**src/rtl/mips_multi_pkg.sv**
```systemverilog
`default_nettype none
// ============================================================================
// Module   : mips_multi_pkg
// Purpose  : Shared state encodings, opcode/funct constants and datapath
//            select codes for the multicycle MIPS main controller.
// Revision : 1.0 - initial release
// ============================================================================
package mips_multi_pkg;

    typedef logic [3:0] state_t;

    localparam state_t S_IDLE    = 4'd0;
    localparam state_t S_FETCH   = 4'd1;
    localparam state_t S_DECODE  = 4'd2;
    localparam state_t S_MEMADR  = 4'd3;
    localparam state_t S_MEMRD   = 4'd4;
    localparam state_t S_MEMWB   = 4'd5;
    localparam state_t S_MEMWR   = 4'd6;
    localparam state_t S_EXECUTE = 4'd7;
    localparam state_t S_ALUWB   = 4'd8;
    localparam state_t S_BRANCH  = 4'd9;
    localparam state_t S_ADDIEX  = 4'd10;
    localparam state_t S_ADDIWB  = 4'd11;
    localparam state_t S_JUMP    = 4'd12;

    localparam logic [5:0] OP_RTYPE = 6'b000000;
    localparam logic [5:0] OP_LW    = 6'b100011;
    localparam logic [5:0] OP_SW    = 6'b101011;
    localparam logic [5:0] OP_BEQ   = 6'b000100;
    localparam logic [5:0] OP_ADDI  = 6'b001000;
    localparam logic [5:0] OP_J     = 6'b000010;

    localparam logic [5:0] FUNCT_ADD = 6'b100000;
    localparam logic [5:0] FUNCT_SUB = 6'b100010;
    localparam logic [5:0] FUNCT_AND = 6'b100100;
    localparam logic [5:0] FUNCT_OR  = 6'b100101;
    localparam logic [5:0] FUNCT_SLT = 6'b101010;

    localparam logic [2:0] ALU_ADD = 3'b010;
    localparam logic [2:0] ALU_SUB = 3'b110;
    localparam logic [2:0] ALU_AND = 3'b000;
    localparam logic [2:0] ALU_OR  = 3'b001;
    localparam logic [2:0] ALU_SLT = 3'b111;

    localparam logic [1:0] SRCB_B      = 2'b00;
    localparam logic [1:0] SRCB_FOUR   = 2'b01;
    localparam logic [1:0] SRCB_IMM    = 2'b10;
    localparam logic [1:0] SRCB_IMM_SH = 2'b11;

    typedef logic [1:0] alu_op_t;
    localparam alu_op_t ALUOP_ADD   = 2'b00;
    localparam alu_op_t ALUOP_SUB   = 2'b01;
    localparam alu_op_t ALUOP_FUNCT = 2'b10;

    // States in which an instruction completes and is counted as retired.
    function automatic logic is_retire_state(input state_t s);
        return (s == S_MEMWB) || (s == S_MEMWR) || (s == S_ALUWB) ||
               (s == S_BRANCH) || (s == S_ADDIWB) || (s == S_JUMP);
    endfunction

endpackage
`default_nettype wire

```
**src/rtl/mips_multi_control_alu_decoder.sv**
```systemverilog
`default_nettype none
// ============================================================================
// Module   : alu_decoder
// Purpose  : Maps the FSM's coarse ALU operation plus the R-type funct field
//            onto the 3-bit ALU control code; flags unsupported funct values.
// Revision : 1.0 - initial release
// ============================================================================
module alu_decoder
    import mips_multi_pkg::*;
(
    input  logic [5:0] i_funct,
    input  alu_op_t    i_alu_op,
    output logic [2:0] o_alu_control,
    output logic       o_funct_bad
);

    always_comb begin
        o_alu_control = ALU_ADD;
        o_funct_bad   = 1'b0;
        case (i_alu_op)
            ALUOP_SUB: o_alu_control = ALU_SUB;
            ALUOP_FUNCT: begin
                case (i_funct)
                    FUNCT_ADD: o_alu_control = ALU_ADD;
                    FUNCT_SUB: o_alu_control = ALU_SUB;
                    FUNCT_AND: o_alu_control = ALU_AND;
                    FUNCT_OR:  o_alu_control = ALU_OR;
                    FUNCT_SLT: o_alu_control = ALU_SLT;
                    // Unknown funct falls back to add; the FSM suppresses the write.
                    default:   o_funct_bad   = 1'b1;
                endcase
            end
            default: o_alu_control = ALU_ADD;
        endcase
    end

endmodule
`default_nettype wire

```
**src/rtl/mips_multi_control.sv**
```systemverilog
`default_nettype none
// ============================================================================
// Module   : mips_multi_control
// Purpose  : Moore main controller for the multicycle MIPS datapath, with a
//            retired-instruction counter and sticky illegal-opcode flag.
//            Define MULTI_CTRL_JUMP_EN to enable the j instruction.
// Revision : 1.0 - initial release
// ============================================================================
module mips_multi_control
    import mips_multi_pkg::*;
#(
    parameter int CNT_W = 32
) (
    input  logic             clk,
    input  logic             rst_n,
    input  logic [5:0]       op,
    input  logic [5:0]       funct,
    output logic             pc_write,
    output logic             mem_write,
    output logic             iord,
    output logic             ir_write,
    output logic             reg_dst,
    output logic             mem_to_reg,
    output logic             reg_write,
    output logic             alu_src_a,
    output logic [1:0]       alu_src_b,
    output logic [2:0]       alu_control,
    output logic             pc_src,
    output logic             branch,
    output logic             pc_jump,
    output logic             instr_done,
    output logic [CNT_W-1:0] retired,
    output logic             illegal_op,
    output logic [3:0]       state_o
);

    state_t             r_state;
    logic [CNT_W-1:0]   r_retired;
    logic               r_illegal_op;
    logic               r_bad_funct;

    alu_op_t            w_alu_op;
    logic [2:0]         w_alu_control;
    logic               w_funct_bad;

    alu_decoder u_alu_decoder (
        .i_funct       (funct),
        .i_alu_op      (w_alu_op),
        .o_alu_control (w_alu_control),
        .o_funct_bad   (w_funct_bad)
    );

    always_comb begin
        pc_write   = 1'b0;
        mem_write  = 1'b0;
        iord       = 1'b0;
        ir_write   = 1'b0;
        reg_dst    = 1'b0;
        mem_to_reg = 1'b0;
        reg_write  = 1'b0;
        alu_src_a  = 1'b0;
        alu_src_b  = SRCB_B;
        pc_src     = 1'b0;
        branch     = 1'b0;
        pc_jump    = 1'b0;
        w_alu_op   = ALUOP_ADD;
        case (r_state)
            S_IDLE: ;
            S_FETCH: begin
                ir_write  = 1'b1;
                pc_write  = 1'b1;
                alu_src_b = SRCB_FOUR;
            end
            S_DECODE:  alu_src_b = SRCB_IMM_SH;
            S_MEMADR: begin
                alu_src_a = 1'b1;
                alu_src_b = SRCB_IMM;
            end
            S_MEMRD:   iord = 1'b1;
            S_MEMWB: begin
                mem_to_reg = 1'b1;
                reg_write  = 1'b1;
            end
            S_MEMWR: begin
                iord      = 1'b1;
                mem_write = 1'b1;
            end
            S_EXECUTE: begin
                alu_src_a = 1'b1;
                w_alu_op  = ALUOP_FUNCT;
            end
            S_ALUWB: begin
                reg_dst   = 1'b1;
                reg_write = ~r_bad_funct;
            end
            S_BRANCH: begin
                alu_src_a = 1'b1;
                w_alu_op  = ALUOP_SUB;
                pc_src    = 1'b1;
                branch    = 1'b1;
            end
            S_ADDIEX: begin
                alu_src_a = 1'b1;
                alu_src_b = SRCB_IMM;
            end
            S_ADDIWB:  reg_write = 1'b1;
`ifdef MULTI_CTRL_JUMP_EN
            S_JUMP: begin
                pc_write = 1'b1;
                pc_jump  = 1'b1;
            end
`endif
            default: ;
        endcase
    end

    // IDLE is the only state that does not present the default add code.
    assign alu_control = (r_state == S_IDLE) ? 3'b000 : w_alu_control;
    assign instr_done  = is_retire_state(r_state);
    assign retired     = r_retired;
    assign illegal_op  = r_illegal_op;
    assign state_o     = r_state;

    always_ff @(posedge clk) begin
        if (!rst_n) begin
            r_state      <= S_IDLE;
            r_retired    <= '0;
            r_illegal_op <= 1'b0;
            r_bad_funct  <= 1'b0;
        end else begin
            if (instr_done) begin
                r_retired <= r_retired + CNT_W'(1);
            end
            case (r_state)
                S_IDLE:   r_state <= S_FETCH;
                S_FETCH:  r_state <= S_DECODE;
                S_DECODE: begin
                    case (op)
                        OP_LW, OP_SW: r_state <= S_MEMADR;
                        OP_RTYPE:     r_state <= S_EXECUTE;
                        OP_BEQ:       r_state <= S_BRANCH;
                        OP_ADDI:      r_state <= S_ADDIEX;
`ifdef MULTI_CTRL_JUMP_EN
                        OP_J:         r_state <= S_JUMP;
`endif
                        default: begin
                            r_state      <= S_FETCH;
                            r_illegal_op <= 1'b1;
                        end
                    endcase
                end
                S_MEMADR: r_state <= (op == OP_LW) ? S_MEMRD : S_MEMWR;
                S_MEMRD:  r_state <= S_MEMWB;
                S_EXECUTE: begin
                    if (w_funct_bad) begin
                        r_bad_funct  <= 1'b1;
                        r_illegal_op <= 1'b1;
                    end
                    r_state <= S_ALUWB;
                end
                S_ALUWB: begin
                    r_bad_funct <= 1'b0;
                    r_state     <= S_FETCH;
                end
                S_ADDIEX: r_state <= S_ADDIWB;
                default:  r_state <= S_FETCH;
            endcase
        end
    end

endmodule
`default_nettype wire

```
**config.mk**
```make
export PLATFORM = sky130hd
export DESIGN_NAME = mips_multi_control
export DESIGN_NICKNAME = d
export VERILOG_FILES = /design/src/rtl/mips_multi_pkg.sv /design/src/rtl/mips_multi_control_alu_decoder.sv /design/src/rtl/mips_multi_control.sv
export SDC_FILE = /design/constraint.sdc
export NUM_CORES = 1
export LEC_CHECK = 0
export CELL_PAD_IN_SITES_DETAIL_PLACEMENT = 1
export CELL_PAD_IN_SITES_GLOBAL_PLACEMENT = 1
export CORE_MARGIN = 2
export CORE_UTILIZATION = 36
export CTS_CLUSTER_DIAMETER = 100
export DETAILED_ROUTE_END_ITERATION = 8
export PLACE_DENSITY_LB_ADDON = 0.1
export SLEW_MARGIN = 25
export SYNTH_ARGS = -nofsm -noshare
export SYNTH_HDL_FRONTEND = slang
export SYNTH_HIERARCHICAL = 1
export SYNTH_SLANG_ARGS = --single-unit
```
**constraint.sdc**
```tcl
create_clock -name clk -period 4 [get_ports clk]
set_input_delay 1.2 -clock clk [delete_from_list [all_inputs] [get_ports clk]]
set_output_delay 1.2 -clock clk [all_outputs]
set_load 0.05 [all_outputs]
```
======== Yosys cells after proc, flatten, opt, wreduce, memory -nomap -nowiden ========
Index checks and enable logic that the tools add are counted.
word-level totals
  register bits ........................... 38
  latch bits .............................. 0
  logic and storage cells ................. 71
  memories kept ........................... 0
  memory bits (writable) .................. 0
  ROM bits ................................ 0
cells by class
  div/mod/pow operators ................... 0
  reductions and logical operators ........ 18
  add/subtract/negate cells ............... 1
  eq/ne operators ......................... 25
  multiply operators ...................... 0
  shift operators ......................... 0
  bitwise operators ....................... 1
  muxes and demuxes ....................... 22
  order comparisons ....................... 0
operators with widths
  kind                                                             count
  6-bit == test, second input constant                             7
  32-bit by 1-bit adder with 32-bit output, second input constant  1
  4-bit one-hot mux with 6 select lines                            1
  4-bit == test, second input constant                             5
  4-bit by 3-bit == test with 1-bit output, second input constant  4
  4-bit one-hot mux with 4 select lines                            1
  3-bit one-hot mux with 4 select lines                            1
  1-bit 2-to-1 mux                                                 11
  5-bit OR reduction                                               2
  4-bit by 2-bit == test with 1-bit output, second input constant  2
  2-bit OR reduction                                               4
  6-bit by 3-bit == test with 1-bit output, second input constant  1
  6-bit by 4-bit == test with 1-bit output, second input constant  1
  6-bit zero test                                                  1
  1-bit one-hot mux with 2 select lines                            3
  2-bit one-hot mux with 3 select lines                            1
  3-bit one-hot mux with 2 select lines                            1
  1-bit logical OR                                                 5
  4-bit by 1-bit == test with 1-bit output, second input constant  1
  4-bit zero test                                                  1
  2-bit one-hot mux with 2 select lines                            1
  2-bit nonzero test                                               2
  4-bit OR reduction                                               1
  3-bit 2-to-1 mux                                                 1
  8 further kinds                                                  8

======== Logic depth before layout (Yosys ltp) ========
  depth after elaboration ................. 6
  depth in mapped cells ................... 11

======== Cells and area by module ========
The synthesis kept the hierarchy.
modules (own cells, without submodules)
  module              times used  cells each  sequential area each (µm²)  area each (µm²)
  mips_multi_control  1           260         760.7                       2072.0
  alu_decoder         1           20          0.0                         148.9

======== Worst setup path after synthesis ========
OpenSTA, ideal clock, no wires.
  kind .................................... flip-flop to output port
  from .................................... register r_state[3], in the netlist state_o[3]
  to ...................................... output port reg_write
  data arrival time ....................... 2.720 ns
  path slack .............................. 0.080 ns
  buffers on the path ..................... 0
  cell stages (with the launch flop) ...... 4
  data required time ...................... 2.800 ns
  cell sequence ........................... dfxtp_1 -> nand2_1 -> nor3_1 -> a22o_1
on the way
  cells in the longest elaborated chain, start to end .. 3
  elaborated cells on any way between the ends .. 5
ends and longest elaborated chain
  what                                                                       RTL line                   source
  start: declaration                                                         mips_multi_control.sv:37   state_t r_state;
  start signal: assignment                                                   mips_multi_control.sv:152  S_MEMADR: r_state <= (op == OP_LW) ? S_MEMRD : S_MEMWR;
  4-bit by 3-bit == test with 1-bit output or 4-bit == test (tied branches)  mips_multi_control.sv:67   case (r_state)
  2-bit OR reduction (no source line)                                        --
  1-bit one-hot mux with 2 select lines (*)                                  mips_multi_control.sv:67
  end: declaration                                                           mips_multi_control.sv:24   output logic reg_write,
Every way passes the cells marked *; elsewhere a longest branch is shown, timed or not.

======== Worst setup path in the final report ========
  from .................................... input port funct[1]
  to ...................................... output port alu_control[2]
on the way
  cells in the longest elaborated chain, start to end .. 4
  elaborated cells on any way between the ends .. 7
ends and longest elaborated chain
  what                                       RTL line                              source
  start: declaration                         mips_multi_control.sv:17              input logic [5:0] funct,
  6-bit == test                              mips_multi_control_alu_decoder.sv:23  case (i_funct)
  3-bit one-hot mux with 4 select lines (*)  mips_multi_control_alu_decoder.sv:23
  3-bit one-hot mux with 2 select lines (*)  mips_multi_control_alu_decoder.sv:20  case (i_alu_op)
  named net w_alu_control[2]                 mips_multi_control.sv:43              logic [2:0] w_alu_control;
  3-bit 2-to-1 mux (*)                       mips_multi_control.sv:118             assign alu_control = (r_state == S_IDLE) ? 3'b000 : w_alu_control;
  end: declaration                           mips_multi_control.sv:27              output logic [2:0] alu_control,
The timed path passes the listed nets; every way through them passes the cells marked *.

==> flow_summary.toml <==
[sta]
slew_violations = 0
final.setup.worst_slack_ns = 0.2719
setup_viol = 0
grt_setup_unrepaired = "no"
fmax_mhz = 268.2
worst_pin_slew_ns = 0.6009
relSlewSlack_pct = 59.89
finClkSkew_ns = 0.005732
period_minus_slack_ns = 3.728
finalHoldViolCount = 0
post-route-period-util_pct = 93.20
fin_setup_tns_ns = 0

[final_layout]
drive_gt1_share_pct = 6.176
nets = 357
fillCellCount = 757
num_antenna_cells = 0
area_growth_pct = 35.55
stdcell_count = 415
final_cell_mix = "clkdlybuf4s50_1, dfxtp_1, nor2_1"
final_common_cell = "clkdlybuf4s50_1"

[cts]
clk_path_buf_depth = 2
cts_resized = 0
cts_hold_buf = 0
clkTransAtPathRegs_ns = 0.07
cts_tree = "done"
cts-buffers-inserted = 5
cts_setup_buffers = 0
cts_root_buf = "clkbuf_8"
insertion_delay_ns = 0.29
cts.sinks = 38
htreeDepth = 2

[setup_path]
cp.required_ns = 2.80
rrSetupSlack_ns = 1.78
cp-start-kind = "primary input"
path_class = "in2out"
crit_path_end_kind = "primary output"
cp.arrival_ns = 2.53
r2r.worst_path.cells = 6
path_max_fanout = 5

[grt]
overflow = 0
grt_pass1_vias = 2055
grt_pass1_wl_um = 10050
antenna_found_initial = 0
grt_usage_pct = 18.97
grt_max_degree = 35

[pwr]
vdd_drop_max_v = 0.0001319
p_leak_nw = 1.052
powerDensity_nw_per_um2 = 237.3

[worst_hold_path]
hold_depth = 2
worstHoldPathType = "reg2reg"

[die]
die_h_um = 82.55
fp-row-count = 28
dieArea_um2 = 6814
die_w_um = 82.55
design.core.area_um2 = 5956
io_pins = 68
start_util_pct = 37.29

[drt]
drc = 0
totalWireLength_um = 6157
drt_first_pass_iters = 4
dr.first_iter.drc_count = 123
ant_nets = 0
post_drt_wl_per_cell_um = 14.84
avgViaCountPerCell = 5.308
num_vias = 2203

[logic_synthesis]
synthDistinctLibCells = 46
ys.flop_type = "dfxtp_1"
syn_inst = 280
ys_warn_count = 6
synth.area.top_cells = "dfxtp_1, nor2_1, xor2_1, a21oi_1, nand4_1"
syn-num-nets = 297
synth_edf_count = 0
ys_seq_area_share_pct = 34.25
synth_largest_area_cell = "dfxtp_1"
syn_area_per_cell_um2 = 7.932
async_flop_share_pct = 0
synth_area_um2 = 2221
synth_top_area_share_pct = 34.25
synth-seq-cells = 38

[placement]
place_congestion = 0.7291
dp_cells = 408
io_buffers = 66
dp_hpwl_um = 4545
dp_slack_ns = 0.2708

[outcome]
status = "finished, final reports clean"

[job]
drv_cap = 0
==> cells by family (layout without fill, tap and decap cells) <==
| family | after synthesis | count (layout) | share of synthesized area [%] |
|---|---|---|---|
| compound gates | 45 | 45 | 12.51 |
| fa+ha+maj | 3 | 3 | 1.690 |
| buf+inv | 34 | 94 | 7.380 |
| other cells | 1 | 1 | 0.1689 |
| mux | 4 | 4 | 1.803 |
| xor+xnor | 22 | 22 | 8.676 |
| simple gates | 133 | 133 | 33.52 |
| flops | 38 | 38 | 34.25 |
==> critical path: stages <==
cell	delay [ns]
clkdlybuf4s50_1	0.54
nor3b_1	0.23
a32o_1	0.18
nor2b_1	0.21
buf_12	0.17
==> state kept, by name, summed over array words and instances, names as in the netlist <==
name and count:
state_o 4, retired 32, r_bad_funct 1, illegal_op 1
==> synthesized netlist by cell type, types with 2 or more instances <==
master and count:
o211a_1 2, o21ai_0 12, and4_1 2, nor2_1 35
or2_2 2, a31oi_1 2, dfxtp_1 38, xnor2_1 7
nand2_1 15, a21oi_1 19, buf_6 2, and4bb_1 2
xor2_1 15, nor3_1 11, and3_1 4, nand3_1 8
mux2i_1 4, nor4_1 4, or4_1 5, nor2b_1 7
ha_1 3, buf_2 2, a22o_1 2, inv_1 16
nand4_2 2, or3_1 10, nand2b_1 5, nand4_1 15
clkbuf_1 7, a41oi_1 2, buf_4 4, o31ai_1 2
==> metrics by stage <==
stage	util [%]	area [um^2]	hold WS, ns	power [W]
finish	50.55	3010	0.5019	0.0007144
global route	50.55	3010	0.5430	0.0007410
CTS	50.55	3010	0.5010	0.0007226
detailed placement	49.26	2934	0.4907	0.0004786
global placement	49.26	2934	0.4747	0.0004769
floorplan	-	2221	0.4838	0.0004432
==> worst paths after layout <==
kind	startpoint	to
worst min register to register	retired[31]	retired[31]
worst max-delay path	funct[1]	alu_control[2]
worst max register to register	state_o[1]	retired[19]
worst min-delay path	retired[31]	retired[31]
==> final cells by class <==
class	count	area [um^2]	area share (%)
sequential	38	760.7	25.27
clock buffer	7	76.32	2.535
multi-input combinational	208	1296	43.06
timing repair buffer	69	713.2	23.69
inverter	18	70.07	2.328
tap	75	93.84	3.117
==> power breakdown <==
part / total [W] / internal, W / switching, W / leakage, nW
Combinational: 0.0000847 / 0.0000356 / 0.0000491 / 0.707
Sequential: 0.000385 / 0.000380 / 0.00000543 / 0.306
Clock: 0.000245 / 0.000120 / 0.000125 / 0.0383
==> layer usage <==
layer  wire length (um)  share of wire, %  track usage, %
met1               3116                51           27.36
met2               2772                45           28.79
met3                219               3.6           3.804
met4                 49              0.80           4.918
met5                  0                 0               0
Power figures use the tool's default switching activity.
